## src/rtl/addsub_pkg.sv

```systemverilog
// addsub_pkg: shared definitions for the pipelined add/subtract unit.
//   op_e        operation encodings (ADD, SUB, ADC, reserved)
//   FLG_*       bit positions of the Z/C/N/V flags in the internal flag vector
//   width_legal parameter legality check: WIDTH must be a positive multiple of STAGE_W
package addsub_pkg;

  typedef enum logic [1:0] {
    OP_ADD  = 2'b00,
    OP_SUB  = 2'b01,
    OP_ADC  = 2'b10,
    OP_RSVD = 2'b11
  } op_e;

  localparam int FLG_Z  = 0;
  localparam int FLG_C  = 1;
  localparam int FLG_N  = 2;
  localparam int FLG_V  = 3;
  localparam int NFLAGS = 4;

  function automatic bit width_legal(input int width, input int stage_w);
    return (stage_w > 0) && (width >= stage_w) && ((width % stage_w) == 0);
  endfunction

endpackage

```

## src/rtl/chunk_adder.sv

```systemverilog
// chunk_adder: W-bit ripple of full-adder cells.
//   a, b      chunk operands
//   cin       carry into bit 0
//   sum       chunk sum
//   cout      carry out of the chunk MSB
//   c_msb_in  carry into the chunk MSB (used for signed overflow)
module chunk_adder #(
  parameter int W = 4
) (
  input  logic [W-1:0] a,
  input  logic [W-1:0] b,
  input  logic         cin,
  output logic [W-1:0] sum,
  output logic         cout,
  output logic         c_msb_in
);

  logic [W:0] c;

  assign c[0] = cin;

  for (genvar i = 0; i < W; i++) begin : g_fa
    assign sum[i]   = a[i] ^ b[i] ^ c[i];
    assign c[i+1]   = (a[i] & b[i]) | (c[i] & (a[i] ^ b[i]));
  end

  assign cout     = c[W];
  assign c_msb_in = c[W-1];

endmodule

```

## src/rtl/pipelined_addsub.sv

```systemverilog
// pipelined_addsub: WIDTH-bit add/subtract unit, one STAGE_W-bit chunk per stage.
//   clk, rst              clock, synchronous active-high reset
//   in_valid / in_ready   operand handshake (in_ready = pipeline may advance)
//   op, a, b, cin         operation and operands
//   out_valid / out_ready result handshake
//   sum, carry, zero,     registered result and flags, valid while out_valid=1
//   neg, ovf
// Latency is NSTAGES = WIDTH/STAGE_W cycles; throughput one beat per cycle.
module pipelined_addsub
  import addsub_pkg::*;
#(
  parameter int WIDTH   = 16,
  parameter int STAGE_W = 4
) (
  input  logic             clk,
  input  logic             rst,
  input  logic             in_valid,
  output logic             in_ready,
  input  logic [1:0]       op,
  input  logic [WIDTH-1:0] a,
  input  logic [WIDTH-1:0] b,
  input  logic             cin,
  output logic             out_valid,
  input  logic             out_ready,
  output logic [WIDTH-1:0] sum,
  output logic             carry,
  output logic             zero,
  output logic             neg,
  output logic             ovf
);

  localparam int NSTAGES = WIDTH / STAGE_W;

  if (!width_legal(WIDTH, STAGE_W)) begin : g_param_check
    $error("pipelined_addsub: WIDTH must be a positive multiple of STAGE_W");
  end

  // Whole pipe moves together; a stalled output freezes every stage.
  logic advance;
  assign advance  = !out_valid || out_ready;
  assign in_ready = advance;

  // Stage-0 operand conditioning: SUB is a + ~b + 1.
  logic [WIDTH-1:0] b0;
  logic             c0;

  always_comb begin
    b0 = b;
    c0 = 1'b0;
    case (op_e'(op))
      OP_SUB: begin
        b0 = ~b;
        c0 = 1'b1;
      end
      OP_ADC:  c0 = cin;
      default: ;
    endcase
  end

  // Stage registers. a_r/b_r carry operands forward for the chunks still
  // to be summed; s_r holds the completed low chunks.
  logic [NSTAGES-1:0]            vld_r;
  logic [NSTAGES-1:0][WIDTH-1:0] a_r, b_r, s_r;
  logic [NSTAGES-1:0]            c_r;
  logic [NFLAGS-1:0]             flag_r;

  logic [NSTAGES-1:0][WIDTH-1:0] a_src, b_src, s_src, s_nx;
  logic [NSTAGES-1:0]            c_src, c_nx, msb_in;

  for (genvar k = 0; k < NSTAGES; k++) begin : g_stage
    logic [STAGE_W-1:0] chunk_sum;

    if (k == 0) begin : g_first
      assign a_src[k] = a;
      assign b_src[k] = b0;
      assign s_src[k] = '0;
      assign c_src[k] = c0;
    end else begin : g_next
      assign a_src[k] = a_r[k-1];
      assign b_src[k] = b_r[k-1];
      assign s_src[k] = s_r[k-1];
      assign c_src[k] = c_r[k-1];
    end

    chunk_adder #(.W(STAGE_W)) u_chunk (
      .a        (a_src[k][k*STAGE_W +: STAGE_W]),
      .b        (b_src[k][k*STAGE_W +: STAGE_W]),
      .cin      (c_src[k]),
      .sum      (chunk_sum),
      .cout     (c_nx[k]),
      .c_msb_in (msb_in[k])
    );

    // Bits at and above chunk k of s_src are always zero, so OR-ing the new
    // chunk in place is equivalent to a slice insert.
    assign s_nx[k] = s_src[k] | (WIDTH'(chunk_sum) << (k * STAGE_W));
  end

  // Flags from the completed sum and the MSB carries of the final chunk.
  logic [NFLAGS-1:0] flags_nx;
  logic [WIDTH-1:0]  s_fin;

  assign s_fin = s_nx[NSTAGES-1];

  always_comb begin
    flags_nx        = '0;
    flags_nx[FLG_Z] = (s_fin == '0);
    flags_nx[FLG_C] = c_nx[NSTAGES-1];
    flags_nx[FLG_N] = s_fin[WIDTH-1];
    flags_nx[FLG_V] = c_nx[NSTAGES-1] ^ msb_in[NSTAGES-1];
  end

  always_ff @(posedge clk) begin
    if (rst) begin
      vld_r  <= '0;
      a_r    <= '0;
      b_r    <= '0;
      s_r    <= '0;
      c_r    <= '0;
      flag_r <= '0;
    end else if (advance) begin
      vld_r[0] <= in_valid;
      for (int i = 1; i < NSTAGES; i++) vld_r[i] <= vld_r[i-1];
      for (int i = 0; i < NSTAGES; i++) begin
        a_r[i] <= a_src[i];
        b_r[i] <= b_src[i];
        s_r[i] <= s_nx[i];
        c_r[i] <= c_nx[i];
      end
      flag_r <= flags_nx;
    end
  end

  assign out_valid = vld_r[NSTAGES-1];
  assign sum       = s_r[NSTAGES-1];
  assign carry     = flag_r[FLG_C];
  assign zero      = flag_r[FLG_Z];
  assign neg       = flag_r[FLG_N];
  assign ovf       = flag_r[FLG_V];

endmodule

```

## config.mk

```make
export PLATFORM = sky130hd
export DESIGN_NAME = pipelined_addsub
export DESIGN_NICKNAME = d
export VERILOG_FILES = /design/src/rtl/addsub_pkg.sv /design/src/rtl/chunk_adder.sv /design/src/rtl/pipelined_addsub.sv
export SDC_FILE = /design/constraint.sdc
export NUM_CORES = 1
export LEC_CHECK = 0
export CAP_MARGIN = 20
export CORE_MARGIN = 2
export CORE_UTILIZATION = 51
export CTS_CLUSTER_SIZE = 25
export DETAILED_ROUTE_END_ITERATION = 7
export GPL_TIMING_DRIVEN = 1
export PLACE_DENSITY = 0.76
export SETUP_SLACK_MARGIN = 0.2
export SLEW_MARGIN = 20
export SYNTH_ARGS = -nofsm -noshare
export SYNTH_HDL_FRONTEND = slang
export SYNTH_SLANG_ARGS = --single-unit
```

## constraint.sdc

```tcl
create_clock -name clk -period 3.9 [get_ports clk]
set_input_delay 0.78 -clock clk [delete_from_list [all_inputs] [get_ports clk]]
set_output_delay 0.78 -clock clk [all_outputs]
set_load 0.02 [all_outputs]
```

==> metrics.txt <==
Place WS 334 ps; Yosys cell types 21; Port Buffers 60; setup ws final 664 ps; fraction of registers with async set/reset 0%; top sig layer met4; first-pass GRT wire length 13.1 mm; synth top area cells dfxtp_1 48%, nand2_1 14%, a21oi_1 9.1%; Layout Cells excl Fill approximately 620; worst skew pair latency 350 ps; Core Area 0.00777 mm²; number of flops mapped to enable cells by yosys 0; Synth top area share 47.7%; ANT cells 0; Critical Path Most Common Cell fa_1; Root Buffer clkbuf_8; final setup TNS 0 ps; Yosys reg bits between 90 and 100; CTS tree done; Post-synth top cells 150 x nand2_1, 98 x dfxtp_1, 75 x a21oi_1; Routed Antenna Nets 0; unrepaired setup endpoints after global routing no; Area Overhead vs Synth 18.0%; die height 93.8 µm; Max stage delay on crit path 480 ps; Worst setup EP type register; outcome finished, final reports clean; DR vias/cell 4.99; fin crit share a little over 80%; Seq. cell area slightly below 0.002 mm²; post-DP HPWL 5.11 mm; Tmin final 3240 ps; DRC violations left 0; number of fillers in the final layout 686; area of the multi-input gates 0.00185 mm²; final hold violation count 0; Post-synth top flop dfxtp_1; vias in the first global route 3,038; metal3 WL 276 µm; Leakage 0.00185 µW; TritonRoute pass-1 iters 5; final setup vio count 0; Cell Area, Placed between 0.004 and 0.005 mm²; cts repair resizes 0; Total Routed Length 7.62 mm; critical path's top delay family adder cells; Placed Cells 607; CP max stage cell clkdlybuf4s50_1; hold buffers post-CTS 0; die area 0.00879 mm²; Post-CTS Setup Repair Bufs 0; CP arrival 3510 ps; Met1 Wirelength 3.36 mm; share of cells above drive strength 1 7.87%; Initial Util 52.9%; Rel. slew slack around 48%; Reg clk slew, reported paths 90 ps; Buf/Inv on CP 4; routed vias 3,106; Cells after Synth 475; peak supply drop 0.203 mV; nets 573; maximum level of the CTS H-tree 3; wire per inst 12.2 µm; max_cap viols 0; synthesized area 0.00411 mm²; CTS Buf Count 9; Critical Path RT 4180 ps; crit-path max FO 3; fmax 309 MHz; most common cell in the netlist nand2_1; Die Wd 93.8 µm; CTS Sinks 98; crit path cell chain clkdlybuf4s50_1 > inv_1 > ha_1 > xor2_1 > fa_1 > fa_1 > inv_1 > fa_1 > inv_1 > fa_1 > nand2_1 > a21oi_1; total power per unit cell area 397 mW/mm²; Worst Hold Class reg -> reg; row cnt 32; Slew @ Worst Pin between 700 and 800 ps; Congestion Overflow GR 0; GRT Util Overall 18.5%; largest net degree at the start of global routing slightly above 80; CP Launch Type input pin; Ys Warns 0; I/O pin cnt 61; cell area after layout between 0.004 and 0.005 mm²; GPL Wtd Cong 0.727; initial antenna violation count 0; DR WL met2 3.86 mm; sequential share of the synthesized area 47.7%; Yosys top cell by area dfxtp_1; clock skew between 8 and 9 ps; Crit Path Category in -> reg; Syn Area/Cell just under 9 µm²; First DRT Iteration DRCs 150; Synthesized Nets 532; Max Buffers Root-to-Sink 2; Slew Viols, Final 0
[cells by family after synthesis]
kind of cell | Yosys count | share of synthesized area, %
and+or+nand+nor | 182 | 17.2
adders and majority gates | 18 | 8.40
buffers and inverters | 62 | 7.31
DFF | 98 | 47.7
xor gates and xnor gates | 17 | 3.62
AOI/OAI and AO/OA | 98 | 15.7
[cell usage in the layout (no fill, tap or decap), types with 3 or more instances in the layout]
cell type,Yosys,routed
clkdlybuf4s50_1,0,59
xor2_1,5,5
a211oi_2,18,18
fa_1,16,16
a211oi_1,4,4
clkbuf_8,0,10
xnor2_1,12,12
inv_1,26,26
a21oi_1,75,75
nor4_1,3,3
dfxtp_1,98,98
buf_4,5,6
nor2_1,26,26
nand2_1,150,150
[area by class of cell]
| cell class | instances | area share, % |
|---|---|---|
| clock buffer | 12 | 2.99 |
| inverter | 27 | 2.14 |
| sequential | 98 | 40.5 |
| multi-input combinational | 315 | 38.1 |
| tap | 102 | 2.63 |
| timing repair buffer | 65 | 13.1 |
| clock inverter | 4 | 0.568 |
[flip-flops by register name, indices dropped and copies added, names as in the netlist]
register / cells
flag_r: 4
c_r: 3
s_r: 24
a_r: 24
vld_r: 4
b_r: 24
sum: 15
[through the flow]
| stage | utilization (%) | power, µW | hold WS, ps |
|---|---|---|---|
| global route | 62.4 | 2030 | 464 |
| global placement | 60.2 | 1370 | 436 |
| floorplan | - | 1280 | 432 |
| finish | 62.4 | 1930 | 454 |
| CTS | 62.4 | 1940 | 455 |
| detailed placement | 60.2 | 1380 | 443 |
[worst paths after layout]
check | start | to | slack [ps] | cells after the start
max reg2reg | a_r[44]$_SDFFE_PP0P_ | flag_r[0]$_SDFFE_PP0P_ | 1580 | 9
min | a_r[11]$_SDFFE_PP0P_ | a_r[11]$_SDFFE_PP0P_ | 450 | 2
min reg2reg | a_r[11]$_SDFFE_PP0P_ | a_r[11]$_SDFFE_PP0P_ | 450 | 2
max | op[1] | s_r[3]$_SDFFE_PP0P_ | 660 | 12
[routing by layer]
layer / track usage (%) / vias to the layer above
met5: 0 / -
met4: 6.76 / 0
met3: 3.93 / 12
met2: 32.0 / 50
met1: 22.6 / 1452
li1: - / 1592
[worst register-to-register path, cell delays in order (launching register included)]
cell	delay [ps]
dfxtp_1	330
inv_1	60
fa_1	430
inv_1	90
fa_1	180
fa_1	230
inv_1	70
fa_1	520
nand2_1	80
o41ai_2	260
[where the power goes]
group          internal, µW  leakage, µW  switching, µW
sequential             1070     0.000806           37.6
combinational           124     0.000957            123
clock                   250    0.0000903            325
No activity file was read; power rests on OpenSTA's default activity.
